[src/rtl/fifo_param_pkg.sv]
// Shared types and width helpers for the parametrised synchronous FIFO family.
package fifo_param_pkg;

  typedef enum logic {
    FP_DROP      = 1'b0,
    FP_OVERWRITE = 1'b1
  } full_policy_e;

  function automatic int ptr_w(input int depth);
    return (depth > 1) ? $clog2(depth) : 1;
  endfunction

  function automatic int cnt_w(input int depth);
    return $clog2(depth + 1);
  endfunction

endpackage

[src/rtl/wrap_ctr.sv]
// Modulo-DEPTH pointer: counts 0..DEPTH-1 and wraps, so it never holds a value >= DEPTH.
module wrap_ctr
  import fifo_param_pkg::*;
#(
  parameter int DEPTH = 16,
  parameter int W     = ptr_w(DEPTH)
) (
  input  logic         clk,
  input  logic         rst_n,
  input  logic         clr,
  input  logic         en,
  output logic [W-1:0] ptr
);

  localparam logic [W-1:0] LAST = W'(DEPTH - 1);

  always_ff @(posedge clk) begin
    if (!rst_n || clr) begin
      ptr <= '0;
    end else if (en) begin
      ptr <= (ptr == LAST) ? '0 : ptr + W'(1);
    end
  end

endmodule

[src/rtl/fifo_param.sv]
// Synchronous FIFO with arbitrary depth, drop/overwrite full policy, level flags,
// one-cycle overflow/underflow pulses and a synchronous flush.
module fifo_param
  import fifo_param_pkg::*;
#(
  parameter int WIDTH      = 8,
  parameter int DEPTH      = 16,
  parameter int OVERWRITE  = 0,
  parameter int AFULL_LVL  = DEPTH - 2,
  parameter int AEMPTY_LVL = 2
) (
  input  logic                     clk,
  input  logic                     rst_n,
  input  logic                     flush,
  input  logic                     wen,
  input  logic [WIDTH-1:0]         wdata,
  input  logic                     ren,
  output logic [WIDTH-1:0]         rdata,
  output logic [cnt_w(DEPTH)-1:0]  count,
  output logic                     full,
  output logic                     empty,
  output logic                     almost_full,
  output logic                     almost_empty,
  output logic                     overflow,
  output logic                     underflow
);

  localparam int PW = ptr_w(DEPTH);
  localparam int CW = cnt_w(DEPTH);
  localparam full_policy_e POLICY = (OVERWRITE != 0) ? FP_OVERWRITE : FP_DROP;
  localparam logic [CW-1:0] DEPTH_C  = CW'(DEPTH);
  localparam logic [CW-1:0] AFULL_C  = CW'(AFULL_LVL);
  localparam logic [CW-1:0] AEMPTY_C = CW'(AEMPTY_LVL);
  localparam logic AF_IN_RST = (AFULL_LVL == 0);

  generate
    if (WIDTH < 1) begin : g_bad_width
      $error("fifo_param: WIDTH must be >= 1");
    end
    if (DEPTH < 2) begin : g_bad_depth
      $error("fifo_param: DEPTH must be >= 2");
    end
    if (AFULL_LVL > DEPTH) begin : g_bad_afull
      $error("fifo_param: AFULL_LVL must not exceed DEPTH");
    end
    if (AEMPTY_LVL >= DEPTH) begin : g_bad_aempty
      $error("fifo_param: AEMPTY_LVL must be below DEPTH");
    end
  endgenerate

  logic [WIDTH-1:0] mem [DEPTH];
  logic [PW-1:0]    waddr;
  logic [PW-1:0]    raddr;
  logic             is_full;
  logic             is_empty;
  logic             do_write;
  logic             do_read;

  // wen/ren are unconditional requests with no back-pressure: a write while full
  // is dropped or overwrites the oldest entry, a read while empty is ignored;
  // both cases are reported one cycle later on overflow/underflow.
  always_comb begin
    is_full  = (count == DEPTH_C);
    is_empty = (count == '0);
    do_write = wen & (~is_full | ren | (POLICY == FP_OVERWRITE));
    do_read  = (ren & ~is_empty) |
               (wen & ~ren & is_full & (POLICY == FP_OVERWRITE));
  end

  wrap_ctr #(.DEPTH(DEPTH), .W(PW)) u_wptr (
    .clk   (clk),
    .rst_n (rst_n),
    .clr   (flush),
    .en    (do_write),
    .ptr   (waddr)
  );

  wrap_ctr #(.DEPTH(DEPTH), .W(PW)) u_rptr (
    .clk   (clk),
    .rst_n (rst_n),
    .clr   (flush),
    .en    (do_read),
    .ptr   (raddr)
  );

  // Storage is deliberately not reset; gating keeps reset/flush cycles from landing writes.
  always_ff @(posedge clk) begin
    if (rst_n && !flush && do_write) begin
      mem[waddr] <= wdata;
    end
  end

  always_ff @(posedge clk) begin
    if (!rst_n || flush) begin
      count     <= '0;
      overflow  <= 1'b0;
      underflow <= 1'b0;
    end else begin
      case ({do_write, do_read})
        2'b10:   count <= count + CW'(1);
        2'b01:   count <= count - CW'(1);
        default: count <= count;
      endcase
      overflow  <= wen & ~ren & is_full;
      underflow <= ren & is_empty;
    end
  end

  always_comb begin
    rdata        = mem[raddr];
    full         = rst_n & is_full;
    empty        = ~rst_n | is_empty;
    almost_full  = rst_n ? (count >= AFULL_C) : AF_IN_RST;
    almost_empty = ~rst_n | (count <= AEMPTY_C);
  end

`ifdef FORMAL
  logic [CW-1:0] count_q;
  logic          live_q;
  int            ptr_diff;

  always_comb begin
    ptr_diff = (int'(waddr) - int'(raddr) + DEPTH) % DEPTH;
  end

  always_ff @(posedge clk) begin
    count_q <= count;
    live_q  <= rst_n & ~flush;
    if (rst_n) begin
      assert (count <= DEPTH_C);
      assert ((count == CW'(ptr_diff)) || ((count == DEPTH_C) && (waddr == raddr)));
      assert (!(full && empty));
      if (live_q) begin
        assert ((count == count_q) || (count == count_q + CW'(1)) ||
                (count == count_q - CW'(1)));
      end
    end
  end
`endif

endmodule

[config.mk]
export PLATFORM = sky130hd
export DESIGN_NAME = fifo_param
export DESIGN_NICKNAME = d
export VERILOG_FILES = /design/src/rtl/fifo_param_pkg.sv /design/src/rtl/wrap_ctr.sv /design/src/rtl/fifo_param.sv
export SDC_FILE = /design/constraint.sdc
export NUM_CORES = 1
export LEC_CHECK = 0
export BUFFER_PORTS_ARGS = -buffer_cell sky130_fd_sc_hd__buf_4
export CORE_ASPECT_RATIO = 0.7
export CORE_UTILIZATION = 40
export CTS_CLUSTER_DIAMETER = 120
export DETAILED_ROUTE_END_ITERATION = 10
export PLACE_DENSITY = 0.6
export SETUP_SLACK_MARGIN = 0.5
export SLEW_MARGIN = 25
export SYNTH_ARGS = -nofsm -noshare
export SYNTH_HDL_FRONTEND = slang
export SYNTH_SLANG_ARGS = --single-unit
[constraint.sdc]
create_clock -name clk -period 4.7 [get_ports clk]
set_input_delay 0.94 -clock clk [delete_from_list [all_inputs] [get_ports clk]]
set_output_delay 0.94 -clock clk [all_outputs]
set_load 0.02 [all_outputs]
==> run metrics, run 1 <==
status finished, final reports clean; worst r2r src count[1]; initial core utilization 42.0%; r2r endpoint count[4]; Nets 406; Final Max Slew Viols 0; Final Skew 8.28 ps; CP Class reg2out; core area 14200 sq um; Post-synth EDFFs 128; met3 wire len 863 microns; initial antenna violation count 0; Max Cap Violations 0; XOR/XNOR Fraction of Synth Area 0.732%; largest net degree at the start of global routing 21; Max FO, Critical Path 20; Post-Synthesis Cells 343; worst skew pair latency 410 ps; Root Driver clkbuf_16; crit end category output pin; Avg WL per Cell 20.9 microns; TNS Setup 0 ps; CP max stage delay 790 ps; GRT Total Usage 17.1%; Mapped Area 5980 sq um; leading cell type in the layout, fill and taps excluded edfxtp_1; commonest non-fill, non-tap cells in the layout edfxtp_1 (128), buf_4 (42), mux4_2 (32); worst rel slew slack 29.6%; Worst Path Required 3760 ps; post-synth cell types 46; setup ws final 1160 ps; htree depth 4; num ports 32; post-synthesis compound-gate area fraction 5.69%; RSZ-0062 raised after global routing no; first-pass GRT wire length 18.8 mm; Via Count 3227; Final period util 75.3%; # hold bufs at CTS 0; Area growth syn-to-layout 18.2%; worst ir drop on vdd 0.229 mV; antenna-violating nets left 0; Power Density 403 nW/um^2; TritonCTS Sinks 147; sequential area share after synthesis 70.6%; syn_area_per_cell 17.4 sq um; most used cell, CP buf_4; FF+latch count, synth 147; largest family of logic cells by synthesized area multiplexers; total length of routed wires 12.3 mm; Lkg Pwr 0.00235 uW; RePlAce Congestion 0.748; first-pass detailed-route iteration total 4; initial drt markers 237; area share of fa/ha/maj cells after synthesis 1.88%; reg2reg setup slack 1390 ps; IO Port Bufs 31; hold_ws 503 ps; Synth Net Count 365; Die H 104 microns; post-synthesis mux area share 12.5%; die area 15500 sq um; fill count 1194; met2 routed WL 5.83 mm; Clock Tree Buf Depth 2; DP Wirelength 8.23 mm; Synth Area in Simple Gates 6.57%; Main synth FF type edfxtp_1; cts bufs inserted 17; # diodes 0; clock slew at reported path FFs 60 ps; Fmax 283 MHz; layout cells sized above 1 29.2%; DR DRC count 0; CTS tree yes; pre-CTS setup slack 1300 ps; CP endpoint rdata[1]; R2R cell count 9; WL met1 5.49 mm; CTS resizes 0; Pwr Total 2850 uW; post-layout util 49.7%; crit start category register; min Tclk post-route 3540 ps; GRT overflow 0; Post-CTS Setup Bufs 0; Finish-stage setup viols 0; Die Wd 148 microns; Yosys warnings 0; Async SR Flop Fraction 0%; Arr. time, crit path 2600 ps; Top Metal Used met4; number of global-route vias before repair 3310; CP max-delay cell dfxtp_2; Final Hold Fails 0; Hold WC Path Type reg2reg; row cnt 36; Worst Max-Slew Pin Slew 1050 ps; crit-path cells buf_4 -> mux4_2 -> a22oi_1 -> nand2_1 -> buf_4; vias per std cell 5.50
## synthesized netlist by cell type, drive strengths merged (2+ instances only)
master | number | share of area [%]
nand2b | 3 | 0.31
and3 | 2 | 0.21
a22oi | 16 | 2.0
o211ai | 2 | 0.25
o21ai | 6 | 0.69
a211o | 2 | 0.29
nand2 | 21 | 1.3
nor4 | 4 | 0.42
nand4 | 4 | 0.42
clkbuf | 9 | 0.56
nor4b | 2 | 0.29
a211oi | 2 | 0.25
a21oi | 7 | 0.59
mux2i | 3 | 0.50
or4 | 4 | 0.56
nand3 | 5 | 0.42
inv | 8 | 0.50
nor3 | 3 | 0.25
buf | 11 | 0.92
dfxtp | 19 | 6.4
edfxtp | 128 | 64
a311o | 2 | 0.36
nor2b | 3 | 0.31
mux4 | 32 | 12
ha | 9 | 1.9
nor2 | 17 | 1.1
xor2 | 4 | 0.59
or3 | 2 | 0.21
## how the worst min path moves through the flow
| stage | cells after the start | startpoint | end |
|---|---|---|---|
| floorplan | 2 | u_rptr.ptr[3] | register |
| global placement | 2 | u_rptr.ptr[0] | register |
| detailed placement | 2 | u_rptr.ptr[0] | register |
| CTS | 2 | u_rptr.ptr[0] | register |
| global route | 2 | u_rptr.ptr[0] | register |
| finish | 2 | u_rptr.ptr[0] | register |
## stage by stage
step                      cell area (sq um)  instances
after global placement                 6470        555
after global routing                   7070        587
final                                  7070        587
after CTS                              7070        587
after detailed placement               6480        555
after floorplan                        5980        343
## area by class of cell
cell class,count,area [sq um],share of cell area [%]
Timing Repair Buffer,42,315,4.46
Tap cell,190,238,3.36
Clock buffer,24,537,7.59
Inverter,8,30.0,0.424
Multi-Input combinational cell,168,1670,23.7
Sequential cell,147,4230,59.7
Clock inverter,8,55.1,0.778
## sequential cells by signal (all words and copies together) (netlist names), named ones only
| register | flops |
|---|---|
| count | 5 |
| underflow | 1 |
| u_rptr.ptr | 4 |
| mem | 128 |
| u_wptr.ptr | 4 |
| overflow | 1 |
## logic make-up after synthesis
kind of cell | after synthesis
flops | 147
fa+ha+maj | 9
mux | 35
simple gates | 75
xor+xnor | 5
compound gates | 44
buf+inv | 28
## per-layer routing
layer | track usage (%) | vias up
met5 | 0 | -
met4 | 5.30 | 0
li1 | - | 1466
met1 | 23.7 | 1664
met3 | 4.74 | 9
met2 | 26.0 | 88
## worst max-delay path: cells and delay by family (launching register included)
kind	cells	cell delay, ps
muxes	1	530
and+or+nand+nor	1	110
AOI/OAI and AO/OA	1	250
DFF	1	790
buffers and inverters	2	490
## report_power, final
| group | switching (uW) | leakage, uW | internal (uW) |
|---|---|---|---|
| combinational | 59.1 | 0.000744 | 41.5 |
| clock | 515 | 0.000303 | 807 |
| sequential | 8.90 | 0.00131 | 1420 |
| total | 583 | 0.00235 | 2270 |
(Power assumes the default switching activity.)
==> run 2: changes to the inputs <==
- clock period: 4.7 -> 3.5 ns (I/O delays scaled with it)
==> run metrics, run 2 (same netlist as run 1, synthesis figures left out) <==
NetSw 796 uW (was 583 uW); Root Driver clkbuf_16 (unchanged); cts bufs inserted 17 (unchanged); busiest metal layer after global routing met2 (unchanged); num ports 32 (unchanged); Power Density 533 nW/um^2 (was 403 nW/um^2); DR DRC count 0 (unchanged); TNS Setup 0 ps (unchanged); row cnt 36 (unchanged); Final Hold Fails 0 (unchanged); Worst Max-Slew Pin Slew 758 ps (was 1050 ps); Die H 104 microns (unchanged); CP max stage delay 590 ps (was 790 ps); clock group share of total power 46.7% (was 46.3%); Final Skew 5.58 ps (was 8.28 ps); first-pass GRT wire length 19.8 mm (was 18.8 mm); initial core utilization 42.0% (unchanged); RSZ-0062 raised after global routing no (unchanged); htree depth 4 (unchanged); initial antenna violation count 0 (unchanged); clock slew at reported path FFs 60 ps (about the same); Arr. time, crit path 3160 ps (was 2600 ps); Die Wd 148 microns (unchanged); RePlAce Congestion 0.729 (was 0.748); CTS tree yes (unchanged); Max Cap Violations 0 (unchanged); Comb pwr share 4.0% (was 3.5%); Fmax 349 MHz; min Tclk post-route 2870 ps; layout cells sized above 1 33.2% (was 29.2%); Pwr Total 3890 uW (was 2850 uW); initial drt markers 319 (was 237); hold_ws 515 ps (was 503 ps); TritonCTS Sinks 147 (unchanged); Nets 429 (was 406); Post-Layout Cell Count 609 (was 587); crit-path cells or4_4 -> o21ai_4 -> inv_1 -> ha_4 -> xor2_1 -> ha_1 -> o21ai_1 -> o221ai_2 -> mux2i_1 -> or4_1 (was buf_4 -> mux4_2 -> a22oi_1 -> nand2_1 -> buf_4); largest net degree at the start of global routing 33 (was 21); top flop regs mem: 128 flops, count: 5 flops (unchanged); IO Port Bufs 31 (unchanged); worst rel slew slack 49.3% (was 29.6%); Finish-stage setup viols 0 (unchanged); Pint 3090 uW (was 2270 uW); Area growth syn-to-layout 21.9% (was 18.2%); vias per std cell 5.36 (was 5.50); crit start category register (unchanged); sequential power share 49.3% (was 50.2%); # hold bufs at CTS 0 (unchanged); number of global-route vias before repair 3361 (was 3310); GRT met2 Usage 26.4% (was 26.0%); GRT overflow 0 (unchanged); Max FO, Critical Path 8 (was 20); total length of routed wires 12.6 mm (was 12.3 mm); reg2reg setup slack 630 ps (was 1390 ps); worst skew pair latency 420 ps (was 410 ps); Final Max Slew Viols 0 (unchanged); GRT Total Usage 17.9% (was 17.1%); Biggest register mem (unchanged); fill count 1162 (was 1194); switch share 20.5% (was 20.4%); core area 14200 sq um (unchanged); worst ir drop on vdd 0.299 mV (was 0.229 mV); max reg flops 128 (unchanged); commonest non-fill, non-tap cells in the layout edfxtp_1 (128), buf_4 (63), mux4_2 (32) (was edfxtp_1 (128), buf_4 (42), mux4_2 (32)); crit end category register (was output pin); DP Wirelength 8.20 mm (was 8.23 mm); die area 15500 sq um (unchanged); CP Class reg2reg (was reg2out); Final period util 81.9%; Clock Tree Buf Depth 2 (unchanged); Hold WC Path Type reg2reg (unchanged); GR Util met1 25.9% (was 23.7%); antenna-violating nets left 0 (unchanged); CP max-delay cell or4_4 (was dfxtp_2); Avg WL per Cell 20.7 microns (was 20.9 microns); # diodes 0 (unchanged); placed cells 571 (was 555); Lkg Pwr 0.00247 uW (was 0.00235 uW); met3 Use GR 5.04% (was 4.74%); first-pass detailed-route iteration total 4 (unchanged); status finished, final reports clean (unchanged); Worst Path Required 3790 ps (was 3760 ps); setup ws final 632 ps (was 1160 ps); pre-CTS setup slack 164 ps (was 1300 ps); leading cell type in the layout, fill and taps excluded edfxtp_1 (unchanged); Via Count 3264 (was 3227)
-- run 2: worst paths after layout --
path	cells past startpoint	startpoint	to
worst max-delay path	10	count[0]	count[4]
worst min-delay path	2	u_rptr.ptr[3]	u_rptr.ptr[3]
worst max register to register	10	count[0]	count[4]
worst min register to register	2	u_rptr.ptr[3]	u_rptr.ptr[3]
-- run 2: critical path: cells and delay by family (launching register included) --
| kind | cells | cell delay (ps) |
|---|---|---|
| AND/OR/NAND/NOR | 2 | 1120 |
| AO/OA/AOI/OAI | 3 | 480 |
| adder cells (fa/ha/maj) | 2 | 410 |
| flip-flops | 1 | 360 |
| XOR/XNOR | 1 | 150 |
| multiplexers | 1 | 130 |
| buffers and inverters | 1 | 90 |
-- run 2: power groups by stage --
stage / combinational [uW] / sequential, uW / clock, uW
detailed placement: 145 / 1960 / 0
finish: 155 / 1920 / 1820
global placement: 142 / 1960 / 0
CTS: 155 / 1920 / 1850
floorplan: 75.7 / 1960 / 0
global route: 169 / 1920 / 1930
-- run 2: area by class of cell --
class / count / area (sq um) / area share, %
Inverter: 8 / 30.0 / 0.412
Clock buffer: 18 / 429 / 5.89
Sequential cell: 147 / 4230 / 58.0
Multi-Input combinational cell: 168 / 1680 / 23.0
Tap cell: 190 / 238 / 3.26
Clock inverter: 13 / 160 / 2.20
Timing Repair Buffer: 65 / 526 / 7.21
-- run 2: stage by stage --
step	instance area [sq um]	utilization (%)
detailed placement	6610	46.4
global route	7290	51.2
floorplan	5980	-
finish	7290	51.2
CTS	7280	51.1
global placement	6610	46.4
-- run 2: routing by layer --
layer	wire length, microns	part of all wire [%]	vias to the layer above
met2	5740	46	68
met4	125	0.99	0
li1	-	-	1513
met5	0	0	-
met3	752	6.0	14
met1	5990	48	1669
-- run 2: repair_timing --
| action | CTS | global route |
|---|---|---|
| gates resized for setup | 4 | 1 |
| pin swaps | 3 | 2 |
| setup buffers | 4 | 2 |
| endpoints found under the setup margin | 9 | 1 |
| endpoints found under the hold margin | 0 | 0 |
| cloned | 1 | 0 |
